`config.mk`:
```
export PLATFORM = sky130hd
export DESIGN_NAME = e_x_postprocess_stream_flat
export DESIGN_NICKNAME = d
export VERILOG_FILES = /design/src/rtl/e_x_pp_pkg.sv /design/src/rtl/e_x_pp_if.sv /design/src/rtl/e_x_pp_fifo.sv /design/src/rtl/e_x_postprocess_stream.sv /design/src/flat_wrapper.sv
export SDC_FILE = /design/constraint.sdc
export NUM_CORES = 1
export LEC_CHECK = 0
export ABC_CLOCK_PERIOD_IN_PS = 2100
export CORE_ASPECT_RATIO = 1.4
export CORE_UTILIZATION = 35
export CTS_CLUSTER_DIAMETER = 60
export CTS_CLUSTER_SIZE = 30
export DETAILED_ROUTE_END_ITERATION = 10
export GPL_TIMING_DRIVEN = 1
export PLACE_DENSITY = 0.61
export SETUP_SLACK_MARGIN = 0.4
export SYNTH_ARGS = -nofsm -noshare
export SYNTH_HDL_FRONTEND = slang
export SYNTH_SLANG_ARGS = --single-unit
```
`constraint.sdc`:
```
create_clock -name clk -period 2.1 [get_ports clk]
set_input_delay 0.315 -clock clk [delete_from_list [all_inputs] [get_ports clk]]
set_output_delay 0.315 -clock clk [all_outputs]
set_load 0.02 [all_outputs]
```
`src/rtl/e_x_pp_pkg.sv`:
```
// e_x_pp_pkg: shared constants and candidate record for the e^x post-processing stream
package e_x_pp_pkg;
    localparam int DEF_WIDTH = 32;
    localparam int DEF_DEPTH = 4;
    localparam int LVL_W     = $clog2(DEF_DEPTH) + 1;
    localparam int SIGN_BIT  = 0;
    typedef struct packed {
        logic [DEF_WIDTH-1:0] arg;
        logic [DEF_WIDTH-1:0] orig_num;
        logic [DEF_WIDTH-1:0] test_num;
    } cand_t;
endpackage

```
`src/rtl/e_x_pp_if.sv`:
```
// e_x_pp_if: candidate input and sample output handshakes of the post-processor
interface e_x_pp_if #(parameter int WIDTH = 32);
    logic             in_valid, in_ready, out_valid, out_ready;
    logic [WIDTH-1:0] arg, orig_num, test_num, number;
    modport master (
        output in_valid, arg, orig_num, test_num, out_ready,
        input  in_ready, out_valid, number
    );
    modport slave (
        input  in_valid, arg, orig_num, test_num, out_ready,
        output in_ready, out_valid, number
    );
endinterface

```
`src/rtl/e_x_pp_fifo.sv`:
```
// e_x_pp_fifo: first-word-fall-through sync FIFO with level output
module e_x_pp_fifo #(
    parameter int WIDTH = 32,
    parameter int DEPTH = 4
) (
    input  logic                     clk,
    input  logic                     rst_n,
    input  logic                     wr_en,
    input  logic [WIDTH-1:0]         din,
    input  logic                     rd_en,
    output logic [WIDTH-1:0]         dout,
    output logic                     valid,
    output logic [$clog2(DEPTH):0]   level
);
    localparam int AW = $clog2(DEPTH);
    localparam int LW = AW + 1;
    logic [WIDTH-1:0] mem [DEPTH];
    logic [AW-1:0]    wr_ptr, rd_ptr;
    logic             pop;
    assign valid = level != '0;
    assign pop   = valid && rd_en;
    // Empty FIFO presents zero so the output is defined straight out of reset
    assign dout  = valid ? mem[rd_ptr] : '0;
    always_ff @(posedge clk)
        if (wr_en) mem[wr_ptr] <= din;
    always_ff @(posedge clk or negedge rst_n)
        if (!rst_n) begin
            wr_ptr <= '0;
            rd_ptr <= '0;
            level  <= '0;
        end else begin
            if (wr_en) wr_ptr <= wr_ptr + 1'b1;
            if (pop) rd_ptr <= rd_ptr + 1'b1;
            level <= level + LW'(wr_en) - LW'(pop);
        end
endmodule

```
`src/rtl/e_x_postprocess_stream.sv`:
```
// e_x_postprocess_stream: e^x rejection test with optional random sign, output FIFO and stats
module e_x_postprocess_stream
    import e_x_pp_pkg::*;
#(
    parameter int WIDTH      = 32,
    parameter int FIFO_DEPTH = 4,
    parameter int CNT_WIDTH  = 16,
    parameter bit SIGN_EN    = 1'b1
) (
    input  logic                          clk,
    input  logic                          rst_n,
    e_x_pp_if.slave                       s,
    input  logic                          clr_cnt,
    output logic [$clog2(FIFO_DEPTH):0]   fifo_level,
    output logic [CNT_WIDTH-1:0]          accept_cnt,
    output logic [CNT_WIDTH-1:0]          reject_cnt
);
    logic             s1_v, s2_v, s2_acc, sign, acc, in_fire;
    logic [WIDTH-1:0] s1_arg, s1_orig, s1_test, s2_val, val;
    // Slots are reserved for everything in flight, so the FIFO can never overflow
    assign s.in_ready = rst_n && (int'(fifo_level) + int'(s1_v) + int'(s2_v) < FIFO_DEPTH);
    assign in_fire    = s.in_valid && s.in_ready;
    always_comb begin
        sign = SIGN_EN && s1_test[SIGN_BIT];
        acc  = SIGN_EN ? (s1_test[WIDTH-1:1] < s1_orig[WIDTH-1:1]) && !s1_arg[WIDTH-1]
                       : s1_test < s1_orig;
        val  = sign ? -s1_arg : s1_arg;
    end
    always_ff @(posedge clk or negedge rst_n)
        if (!rst_n) begin
            s1_v    <= 1'b0;
            s1_arg  <= '0;
            s1_orig <= '0;
            s1_test <= '0;
            s2_v    <= 1'b0;
            s2_acc  <= 1'b0;
            s2_val  <= '0;
        end else begin
            s1_v <= in_fire;
            if (in_fire) begin
                s1_arg  <= s.arg;
                s1_orig <= s.orig_num;
                s1_test <= s.test_num;
            end
            s2_v   <= s1_v;
            s2_acc <= acc;
            s2_val <= val;
        end
    always_ff @(posedge clk or negedge rst_n)
        if (!rst_n) begin
            accept_cnt <= '0;
            reject_cnt <= '0;
        end else if (clr_cnt) begin
            accept_cnt <= '0;
            reject_cnt <= '0;
        end else if (s2_v) begin
            if (s2_acc && !(&accept_cnt)) accept_cnt <= accept_cnt + 1'b1;
            if (!s2_acc && !(&reject_cnt)) reject_cnt <= reject_cnt + 1'b1;
        end
    e_x_pp_fifo #(.WIDTH(WIDTH), .DEPTH(FIFO_DEPTH)) u_fifo (
        .clk   (clk),
        .rst_n (rst_n),
        .wr_en (s2_v && s2_acc),
        .din   (s2_val),
        .rd_en (s.out_ready),
        .dout  (s.number),
        .valid (s.out_valid),
        .level (fifo_level)
    );
endmodule
```
`src/flat_wrapper.sv`:
```
// flat-port wrapper written by rule: the top's interface ports become plain ports
module e_x_postprocess_stream_flat import e_x_pp_pkg::*;
#(
    parameter int WIDTH      = 32,
    parameter int FIFO_DEPTH = 4,
    parameter int CNT_WIDTH  = 16,
    parameter bit SIGN_EN    = 1'b1
)
  (clk, rst_n, clr_cnt, fifo_level, accept_cnt, reject_cnt, s_in_valid, s_arg, s_orig_num, s_test_num, s_out_ready, s_in_ready, s_out_valid, s_number);
  e_x_pp_if #(.WIDTH(WIDTH)) s_i ();
  input  logic clk;
  input  logic rst_n;
  input  logic clr_cnt;
  output logic [$clog2(FIFO_DEPTH):0] fifo_level;
  output logic [CNT_WIDTH-1:0] accept_cnt;
  output logic [CNT_WIDTH-1:0] reject_cnt;
  input wire logic [$bits(s_i.in_valid)-1:0] s_in_valid;
  input wire logic [$bits(s_i.arg)-1:0] s_arg;
  input wire logic [$bits(s_i.orig_num)-1:0] s_orig_num;
  input wire logic [$bits(s_i.test_num)-1:0] s_test_num;
  input wire logic [$bits(s_i.out_ready)-1:0] s_out_ready;
  output wire logic [$bits(s_i.in_ready)-1:0] s_in_ready;
  output wire logic [$bits(s_i.out_valid)-1:0] s_out_valid;
  output wire logic [$bits(s_i.number)-1:0] s_number;
  assign s_i.in_valid = s_in_valid;
  assign s_i.arg = s_arg;
  assign s_i.orig_num = s_orig_num;
  assign s_i.test_num = s_test_num;
  assign s_i.out_ready = s_out_ready;
  assign s_in_ready = s_i.in_ready;
  assign s_out_valid = s_i.out_valid;
  assign s_number = s_i.number;
  e_x_postprocess_stream #(.WIDTH(WIDTH), .FIFO_DEPTH(FIFO_DEPTH), .CNT_WIDTH(CNT_WIDTH), .SIGN_EN(SIGN_EN)) u_core (.clk(clk), .rst_n(rst_n), .s(s_i), .clr_cnt(clr_cnt), .fifo_level(fifo_level), .accept_cnt(accept_cnt), .reject_cnt(reject_cnt));
endmodule
```
==> results of run 1 <==
## state kept, by name, summed over array words and instances, names as in the netlist
name                  cells
u_core.accept_cnt        16
u_core.u_fifo.mem       128
u_core.s1_test           32
u_core.s1_arg            32
u_core.s2_acc             1
u_core.u_fifo.rd_ptr      2
u_core.s1_v               1
u_core.s2_val            32
u_core.u_fifo.level       3
u_core.s2_v               1
u_core.reject_cnt        16
u_core.u_fifo.wr_ptr      2
u_core.s1_orig           31
## metal layers
layer,up-vias,GRT usage [%],wire [um]
li1,3659,-,-
met1,3887,17.3,10600
met2,127,31.1,16500
met3,37,2.51,1060
met4,2,4.37,610
met5,-,0,13
## power groups by stage
stage | logic [mW] | registers [mW] | clock network, mW
2_1_floorplan | 5.31 | 8.97 | 0
3_3_place_gp | 7.86 | 9.13 | 0
3_5_place_dp | 7.97 | 9.23 | 0
4_1_cts | 9.88 | 9.10 | 4.35
5_1_grt | 10.9 | 9.34 | 4.52
6_report | 9.96 | 9.12 | 4.19
## cells in the final DEF (no fill, tap or decap), types with 9 or more instances in the layout
master	count
xor2_1	21
xnor2_1	36
buf_12	19
inv_1	37
edfxtp_1	128
dlygate4sd2_1	27
buf_16	17
buf_4	45
nand2_1	24
clkbuf_16	19
dfrtp_2	21
dfrtp_1	148
o31ai_4	9
mux4_2	32
o21ai_0	14
nor2_1	37
mux2_2	92
buf_6	58
ha_1	36
clkdlybuf4s50_1	98
and2_4	33
a21oi_1	12
nand4_1	10
## kinds of logic (layout without fill, tap and decap cells)
family / Yosys count / after routing / share of synthesized area, %
multiplexers: 130 / 130 / 14.3
AO/OA/AOI/OAI: 78 / 78 / 4.32
adder cells (fa/ha/maj): 43 / 43 / 4.27
XOR/XNOR: 60 / 60 / 4.11
flip-flops: 297 / 297 / 63.2
buffers and inverters: 71 / 346 / 2.16
AND/OR/NAND/NOR: 173 / 174 / 7.67
## worst paths after layout
check                                                    startpoint                              to  slack, ns  depth (start not counted)
worst max-delay path            u_core.u_fifo.rd_ptr[0]$_DFFE_PN0P_                    s_number[17]      -0.28                          5
worst min-delay path                                 s_orig_num[22]  u_core.s1_orig[22]$_DFFE_PN0P_       0.39                          2
worst max register to register     u_core.u_fifo.level[0]$_DFF_PN0_    u_core.s1_arg[8]$_DFFE_PN0P_      -0.18                         12
worst min register to register         u_core.s1_arg[0]$_DFFE_PN0P_      u_core.s2_val[0]$_DFF_PN0_       0.44                          0
max in group asynchronous                                     rst_n    u_core.s1_arg[4]$_DFFE_PN0P_       0.95                          3
min in group asynchronous                                     rst_n   u_core.s1_arg[29]$_DFFE_PN0P_       0.57                          3
## repair_timing
| item | in CTS | in global routing |
|---|---|---|
| hold endpoints to repair | 169 | 0 |
| pin swaps | 58 | 24 |
| buffers inserted | 32 | 10 |
| cloned | 17 | 0 |
| endpoints found under the setup margin | 210 | 178 |
| hold buffers | 1 | 0 |
| resized for setup | 363 | 54 |
## layout make-up
class,instances,area (sq um)
inverters,40,150
clock buffers,21,483
well taps,462,578
repair buffers,273,3140
fillers,3128,18200
clock inverters,12,214
flip-flops and latches,297,8100
multi-input cells,485,5090
## synthesized netlist by cell type, types with 4 or more instances
cell       instances  share of area (%)
edfxtp_1         128                 30
dfrtp_1          169                 33
nor3_1             4               0.16
and2_1            36                1.8
nand3_1            9               0.35
o41ai_1            4               0.27
a21oi_1           14               0.55
a211oi_1           4               0.24
and4_1             8               0.55
inv_1             40                1.2
xnor2_1           39                2.7
nor2_1            37                1.1
xor2_1            21                1.4
nor2b_1            5               0.24
mux4_2            32                5.6
nand2b_1           4               0.20
o2111ai_1          5               0.34
o211ai_1           6               0.35
buf_1              8               0.24
buf_2              8               0.31
clkbuf_1          15               0.44
nand2_1           29               0.85
nand4_1           10               0.49
or3_1              6               0.29
and3_1            11               0.54
o21ai_0           22               0.86
o31ai_1            6               0.35
mux2_2            95                8.4
ha_1              42                4.1
## through the flow
| step | total power [mW] | instances | setup TNS (ns) | utilization [%] | hold WS, ns |
|---|---|---|---|---|---|
| global placement | 17.0 | 1497 | -1.26 | 43.5 | 0.421 |
| floorplan | 14.3 | 852 | 0 | - | 0.0194 |
| global route | 24.7 | 1590 | -29.39 | 49.4 | 0.386 |
| finish | 23.3 | 1590 | -19.03 | 49.4 | 0.392 |
| detailed placement | 17.2 | 1497 | -1.28 | 43.5 | 0.436 |
| CTS | 23.3 | 1580 | -21.19 | 48.6 | 0.365 |
==> results_dict.tcl, run 1 <==
set metrics [dict create \
    p_sw_share_pct 33.1 \
    drt_iter0_markers 199 \
    async_reset_ff_share_pct 56.9 \
    grt_remaining_overflow 0 \
    grt_pass1_wl_mm 45.6 \
    synth_nets 996 \
    via_count 7712 \
    via_per_inst 4.85 \
    dieWidth_um 163 \
    peakVddDrop_v 0.000843 \
    drtPass1Iterations 4 \
    critPathMaxFanout 7 \
    drc 0 \
    rsz0062_at_grt "true" \
    maxClockFrequency_mhz 420 \
    cts_max_level 1 \
    start_util_pct 35.6 \
    clock-sinks 297 \
    yosysSeqAreaShare_pct 63.2 \
    wl_per_cell_um 18.1 \
    drv_cap 0 \
    antenna_found_initial 1 \
    worstSkewPairLatency_ns 0.53 \
    finalCriticalPeriod_ns 2.38 \
    place_ws_ns -0.0779 \
    switchingPower_mw 7.71 \
    cp.required_ns 1.78 \
    combinationalPowerShare_pct 42.8 \
    pin_count 170 \
    finalHoldViolations 0 \
    row_count 82 \
    final_area_sq_um 17800 \
    cp.arrival_ns 2.07 \
    status "finished with violations" \
    yosysWarnings 0 \
    port_buffers 168 \
    pwr_density_cell_nw_per_um2 1310 \
    endpoint_kind "output pin" \
    clockRootBuffer "clkbuf_16" \
    die_y_um 228 \
    slowest_stage "dfrtp_2" \
    antenna_cells 0 \
    final_net_count 1260 \
    p_int_mw 15.6 \
    area_delta_synth_final_pct 39.0 \
    syn_area_sq_um 12800 \
    avgSynthCellArea_sq_um 15.0 \
    min_path_type "in -> reg" \
    drt-total-wl_mm 28.8 \
    p_seq_share_pct 39.2 \
    hpwl_mm 18.4 \
    ys_types 53 \
    slowest_delay_ns 0.51 \
    drtAntennaViolNets 0 \
    period_share_pct 113 \
    crit_chain "buf_12 -> buf_16 -> mux4_2 -> and2_4 -> buf_6" \
    drv_slew 0 \
    cts_buffers 19 \
    synth-main-ff-cell "dfrtp_1" \
    track_usage_pct 16.0 \
    setup_violations 131 \
    slew_headroom_pct 53.7 \
    critPathTopFamily "flip-flops" \
    grt_max_degree 123 \
    worstSetupStartpointType "register" \
    place_area_sq_um 15600 \
    power.share.clock_pct 18.0 \
    first_global_vias 8232 \
    synth-edff-count 128 \
    clk_pin_slew_worst_paths_ns 0.10 \
    clockBufferDepth 3 \
    gp_congestion 0.777 \
    criticalPathCategory "reg -> out" \
    worst_pin_slew_ns 0.695 \
    critPathBufInv 3 \
    synthCells 852 \
    coreArea_sq_um 35900 \
    drive_gt1_share_pct 38.7 \
    p_leak_nw 7.21 \
    die_area_sq_um 37300 \
    finalWorstSetupSlack_ns -0.283 \
    failed_checks "negative setup slack" \
    fin_skew_ns 0.0333 \
    cts_tree "yes" \
    synth_seq_cells 297 \
]
(Power assumes the default switching activity.)
==> run 2: changes to the inputs <==
--- a/config.mk
+++ b/config.mk
@@ -8,11 +8,13 @@
 export ABC_CLOCK_PERIOD_IN_PS = 2100
 export CORE_ASPECT_RATIO = 1.4
 export CORE_UTILIZATION = 35
+export CTS_BUF_LIST = sky130_fd_sc_hd__clkbuf_8
 export CTS_CLUSTER_DIAMETER = 60
 export CTS_CLUSTER_SIZE = 30
 export DETAILED_ROUTE_END_ITERATION = 10
 export GPL_TIMING_DRIVEN = 1
 export PLACE_DENSITY = 0.61
+export REMOVE_ABC_BUFFERS = 1
 export SETUP_SLACK_MARGIN = 0.4
 export SYNTH_ARGS = -nofsm -noshare
 export SYNTH_HDL_FRONTEND = slang
==> run 2 against run 1 <==
The flow still finishes with violations (negative setup slack). Die area unchanged. Via count up 1.3%. Global-route usage down 0.40 points. Clock power down 22%. Clock skew up 0.011 ns. Setup slack worse by 0.073 ns. Register-to-register slack worse by 0.05 ns. First-iteration DRC count up 55%. Power down 4.5%. Largest power group unchanged.
==> results_dict.tcl, run 2 (synthesized netlist as in run 1, its figures left out) <==
set metrics [dict create \
    dieWidth_um 163 \
    instances_no_fill 1619 \
    hold_start "s_test_num[16]" \
    via_per_inst 4.83 \
    gp_congestion 0.791 \
    period_share_pct 117 \
    drc 0 \
    start_util_pct 35.6 \
    clk_pin_slew_worst_paths_ns 0.16 \
    cpMostUsedCell "buf_6" \
    grt_remaining_overflow 0 \
    final_common_cell "dfrtp_1" \
    p_int_mw 14.7 \
    clockRootBuffer "clkbuf_8" \
    worstSetupStartpointType "register" \
    finalCriticalPeriod_ns 2.46 \
    worstSkewPairLatency_ns 0.60 \
    cts_max_level 1 \
    fin_skew_ns 0.0441 \
    met1_usage_pct 17.3 \
    p_sw_share_pct 34.0 \
    slowest_stage "mux4_2" \
    row_count 82 \
    layout_common_cells "dfrtp_1, edfxtp_1, clkdlybuf4s50_1" \
    top_register "u_core.u_fifo.mem" \
    place_area_sq_um 15400 \
    cp.arrival_ns 2.14 \
    finalHoldViolations 0 \
    clockBufferDepth 3 \
    track_usage_pct 15.6 \
    multi_input_area_sq_um 5090 \
    area_delta_synth_final_pct 37.4 \
    pwr_density_cell_nw_per_um2 1270 \
    switchingPower_mw 7.55 \
    grt_busiest_layer "met2" \
    met2_usage_pct 29.1 \
    maxClockFrequency_mhz 407 \
    final_core_util_pct 48.9 \
    drt-total-wl_mm 28.2 \
    crit_end "s_number[14]" \
    port_buffers 168 \
    critPathMaxFanout 6 \
    fin_worst_hold_slack_ns 0.306 \
    wl_per_cell_um 17.4 \
    failed_checks "negative setup slack" \
    drv_slew 0 \
    grt_pass1_wl_mm 45.0 \
    clock-sinks 297 \
    die_y_um 228 \
    status "finished with violations" \
    power.share.clock_pct 14.8 \
    criticalPathCategory "reg -> out" \
    p_leak_nw 7.07 \
    first_global_vias 8284 \
    fin_tns_setup_ns -26.81 \
    antenna_found_initial 6 \
    crit_chain "buf_6 -> buf_16 -> mux4_2 -> and2_4 -> buf_6" \
    grt_max_degree 170 \
    slowest_delay_ns 0.50 \
    cp.required_ns 1.78 \
    finalPower_mw 22.2 \
    rsz0062_at_grt "true" \
    final_net_count 1283 \
    met3_usage_pct 3.36 \
    drtPass1Iterations 4 \
    drv_cap 0 \
    cts_tree "yes" \
    worst_pin_slew_ns 0.959 \
    drive_gt1_share_pct 42.2 \
    die_area_sq_um 37300 \
    drtAntennaViolNets 0 \
    finalWorstSetupSlack_ns -0.356 \
    reg2reg_to "u_core.s1_arg[7]$_DFFE_PN0P_" \
    largest_reg_flops 128 \
    n_fill_cell 3170 \
    critPathBufInv 3 \
    slew_headroom_pct 36.1 \
    path_depth 5 \
    hpwl_mm 18.0 \
    min_path_type "in -> reg" \
    combinationalPowerShare_pct 44.4 \
    coreArea_sq_um 35900 \
    regArea_sq_um 8090 \
    r2r-start "u_core.u_fifo.level[0]$_DFF_PN0_" \
    p_seq_share_pct 40.8 \
    critPathTopFamily "multiplexers" \
    dpl.cell_count 1505 \
    cts_buffers 20 \
    via_count 7815 \
    endpoint_kind "output pin" \
    place_ws_ns -0.125 \
    setup_violations 130 \
    pin_count 170 \
    reg2reg_depth 11 \
    r2r_setup_slack_ns -0.23 \
    final_area_sq_um 17600 \
    crit_start "u_core.u_fifo.rd_ptr[0]$_DFFE_PN0P_" \
    drt_iter0_markers 308 \
    peakVddDrop_v 0.000653 \
]
[run 2: area by class of cell]
cell class                 count  area share (%)
sequential                   297            46.1
multi-input combinational    486            29.0
timing repair buffer         294            18.0
tap                          462            3.29
clock buffer                  21            1.65
clock inverter                15            1.03
inverter                      40           0.870
antenna                        4          0.0570
[run 2: worst min-delay path by stage]
stage,to,slack (ns),depth (start not counted)
final,u_core.s1_test[16]$_DFFE_PN0P_,0.31,2
after global routing,u_core.s1_test[20]$_DFFE_PN0P_,0.26,2
after CTS,u_core.s1_test[16]$_DFFE_PN0P_,0.26,2
after detailed placement,u_core.s2_v$_DFF_PN0_,0.37,0
after global placement,u_core.s2_v$_DFF_PN0_,0.37,0
after floorplan,u_core.accept_cnt[0]$_DFFE_PN0P_,0.02,0
[run 2: repair_timing]
action | CTS | global route
gates resized for setup | 418 | 114
endpoints found under the setup margin | 213 | 207
pin swaps | 52 | 29
setup buffers | 29 | 32
endpoints found under the hold margin | 153 | 0
gates cloned | 12 | 0
hold buffers | 1 | 0
[run 2: power groups by stage]
| stage | Combinational, mW | Clock [mW] | Sequential, mW |
|---|---|---|---|
| finish | 9.87 | 3.28 | 9.07 |
| global route | 10.8 | 3.61 | 9.29 |
| CTS | 9.35 | 3.42 | 9.06 |
| detailed placement | 7.82 | 0 | 9.16 |
| global placement | 7.71 | 0 | 9.05 |
| floorplan | 4.68 | 0 | 9.19 |
[run 2: per-layer routing]
metal / part of all wire (%) / vias to the layer above / routed length (um)
li1: - / 3718 / -
met2: 55 / 138 / 15500
met1: 38 / 3910 / 10700
met5: 0.14 / - / 39
met3: 4.9 / 43 / 1380
met4: 2.2 / 6 / 618
==> run 3: changes to the inputs <==
--- a/config.mk
+++ b/config.mk
@@ -13,7 +13,7 @@
 export CTS_CLUSTER_SIZE = 30
 export DETAILED_ROUTE_END_ITERATION = 10
 export GPL_TIMING_DRIVEN = 1
-export PLACE_DENSITY = 0.61
+export PLACE_DENSITY = 0.64
 export REMOVE_ABC_BUFFERS = 1
 export SETUP_SLACK_MARGIN = 0.4
 export SYNTH_ARGS = -nofsm -noshare
==> run 3 against run 2 <==
The run still ends with negative setup slack left. Power up 2.4%. Core utilization up 0.84 points. Global-route usage up 0.13 points. Hold slack worse by 0.0051 ns. Routed wire length up 4.5%. Die area unchanged.
==> results_dict.tcl, run 3 (synthesized netlist as in run 1, its figures left out) <==
set metrics [dict create \
    status "finished with violations" \
    failed_checks "negative setup slack" \
    grt_pass1_wl_mm 45.0 \
    cts_tree "yes" \
    drv_cap 0 \
    p_leak_nw 7.17 \
    crit_chain "buf_6 -> buf_12 -> mux4_2 -> and2_4 -> buf_6" \
    grt_max_degree 170 \
    grt_remaining_overflow 0 \
    place_ws_ns -0.0955 \
    clockRootBuffer "clkbuf_8" \
    cpMostUsedCell "buf_6" \
    dieWidth_um 163 \
    gp_congestion 0.838 \
    drc 0 \
    pwr_density_cell_nw_per_um2 1270 \
    worst_pin_slew_ns 0.969 \
    pin_count 170 \
    cts_buffers 19 \
    fin_skew_ns 0.0541 \
    r2r_setup_slack_ns -0.27 \
    die_area_sq_um 37300 \
    drt-total-wl_mm 29.5 \
    die_y_um 228 \
    p_seq_share_pct 39.7 \
    via_per_inst 4.82 \
    peakVddDrop_v 0.000846 \
    p_sw_share_pct 34.3 \
    layout_common_cells "dfrtp_1, edfxtp_1, clkdlybuf4s50_1" \
    cp.arrival_ns 2.09 \
    rsz0062_at_grt "true" \
    instances_no_fill 1624 \
    wl_per_cell_um 18.2 \
    setup_violations 135 \
    port_buffers 168 \
    slowest_stage "mux4_2" \
    hpwl_mm 17.8 \
    slowest_delay_ns 0.51 \
    critPathMaxFanout 6 \
    drive_gt1_share_pct 41.8 \
    grt_busiest_layer "met2" \
    finalWorstSetupSlack_ns -0.302 \
    finalCriticalPeriod_ns 2.40 \
    coreArea_sq_um 35900 \
    slew_headroom_pct 35.4 \
    worstSetupStartpointType "register" \
    start_util_pct 35.6 \
    min_path_type "in -> reg" \
    top_register "u_core.u_fifo.mem" \
    area_delta_synth_final_pct 39.8 \
    via_count 7821 \
    clk_pin_slew_worst_paths_ns 0.17 \
    worstHoldPathCells 2 \
    endpoint_kind "output pin" \
    met2_usage_pct 29.1 \
    largest_reg_flops 128 \
    power.share.clock_pct 14.7 \
    track_usage_pct 15.7 \
    worstSkewPairLatency_ns 0.61 \
    switchingPower_mw 7.80 \
    period_share_pct 114 \
    dpl.cell_count 1500 \
    drv_slew 0 \
    drtPass1Iterations 4 \
    met3_usage_pct 3.35 \
    combinationalPowerShare_pct 45.7 \
    maxClockFrequency_mhz 416 \
    finalHoldViolations 0 \
    final_net_count 1287 \
    antenna_found_initial 9 \
    row_count 82 \
    first_global_vias 8075 \
    cp.required_ns 1.78 \
    clockBufferDepth 3 \
    criticalPathCategory "reg -> out" \
    p_int_mw 15.0 \
    cts_max_level 1 \
    clock-sinks 297 \
    drtAntennaViolNets 0 \
    drt_iter0_markers 261 \
    final_common_cell "dfrtp_1" \
    reg2reg_depth 12 \
    met1_usage_pct 17.0 \
]
-- run 3: cell types whose count changed in the layout (fill, tap and decap cells not counted), sizes merged --
cell,delta
clkdlybuf4s15,+8
buf,-3
clkbuf,-2
diode,+2
-- run 3: critical path: cells and delay by family (launching register included) --
family | cells | cell delay (ns)
buf+inv | 3 | 0.39
flops | 1 | 0.44
mux | 1 | 0.51
simple gates | 1 | 0.16
-- run 3: cell type report --
type                    instances  area [sq um]
well taps                     462           578
repair buffers                299          3400
diodes                          6          15.0
clock inverters                15           235
multi-input cells             486          5120
inverters                      40           153
fillers                      3077         18100
clock buffers                  19           262
flip-flops and latches        297          8100
-- run 3: per-stage QoR --
step	hold slack [ns]	area (sq um)	util (%)	TNS, ns	power [mW]
floorplan	0.0194	12600	-	-215.91	13.9
global placement	0.370	15400	43.0	-2.82	16.7
detailed placement	0.367	15400	43.0	-3.47	17.0
CTS	0.260	17200	48.0	-28.02	22.3
global route	0.260	17900	49.7	-38.59	24.2
finish	0.301	17900	49.7	-28.91	22.8
-- run 3: power groups by stage --
stage	clock network [mW]	logic, mW	registers, mW
after global routing	3.66	11.3	9.25
after floorplan	0	4.68	9.19
after CTS	3.45	9.79	9.02
after detailed placement	0	7.84	9.15
final	3.34	10.4	9.03
after global placement	0	7.70	9.05
-- run 3: path summary, 6_finish.rpt --
kind,start,to
min in group asynchronous,rst_n,u_core.u_fifo.rd_ptr[1]$_DFFE_PN0P_
hold / removal,s_arg[13],u_core.s1_arg[13]$_DFFE_PN0P_
setup / recovery,u_core.u_fifo.rd_ptr[0]$_DFFE_PN0P_,s_number[15]
max in group asynchronous,rst_n,u_core.reject_cnt[2]$_DFFE_PN0P_
setup reg to reg,u_core.u_fifo.level[0]$_DFF_PN0_,u_core.s1_orig[8]$_DFFE_PN0P_
hold reg to reg,u_core.s1_v$_DFF_PN0_,u_core.s2_v$_DFF_PN0_
-- run 3: repair_timing --
item | CTS | global route
cloned | 19 | 2
pin swaps | 40 | 62
buffers inserted | 30 | 32
hold endpoints to repair | 169 | 0
setup endpoints to repair | 211 | 193
hold buffers | 1 | 0
resized for setup | 423 | 101
-- run 3: routing by layer --
metal | part of all wire [%] | vias to the layer above | routed length [um]
li1 | - | 3713 | -
met1 | 37 | 3912 | 10900
met2 | 55 | 143 | 16200
met3 | 4.5 | 47 | 1330
met4 | 3.5 | 6 | 1040
met5 | 0.11 | - | 33
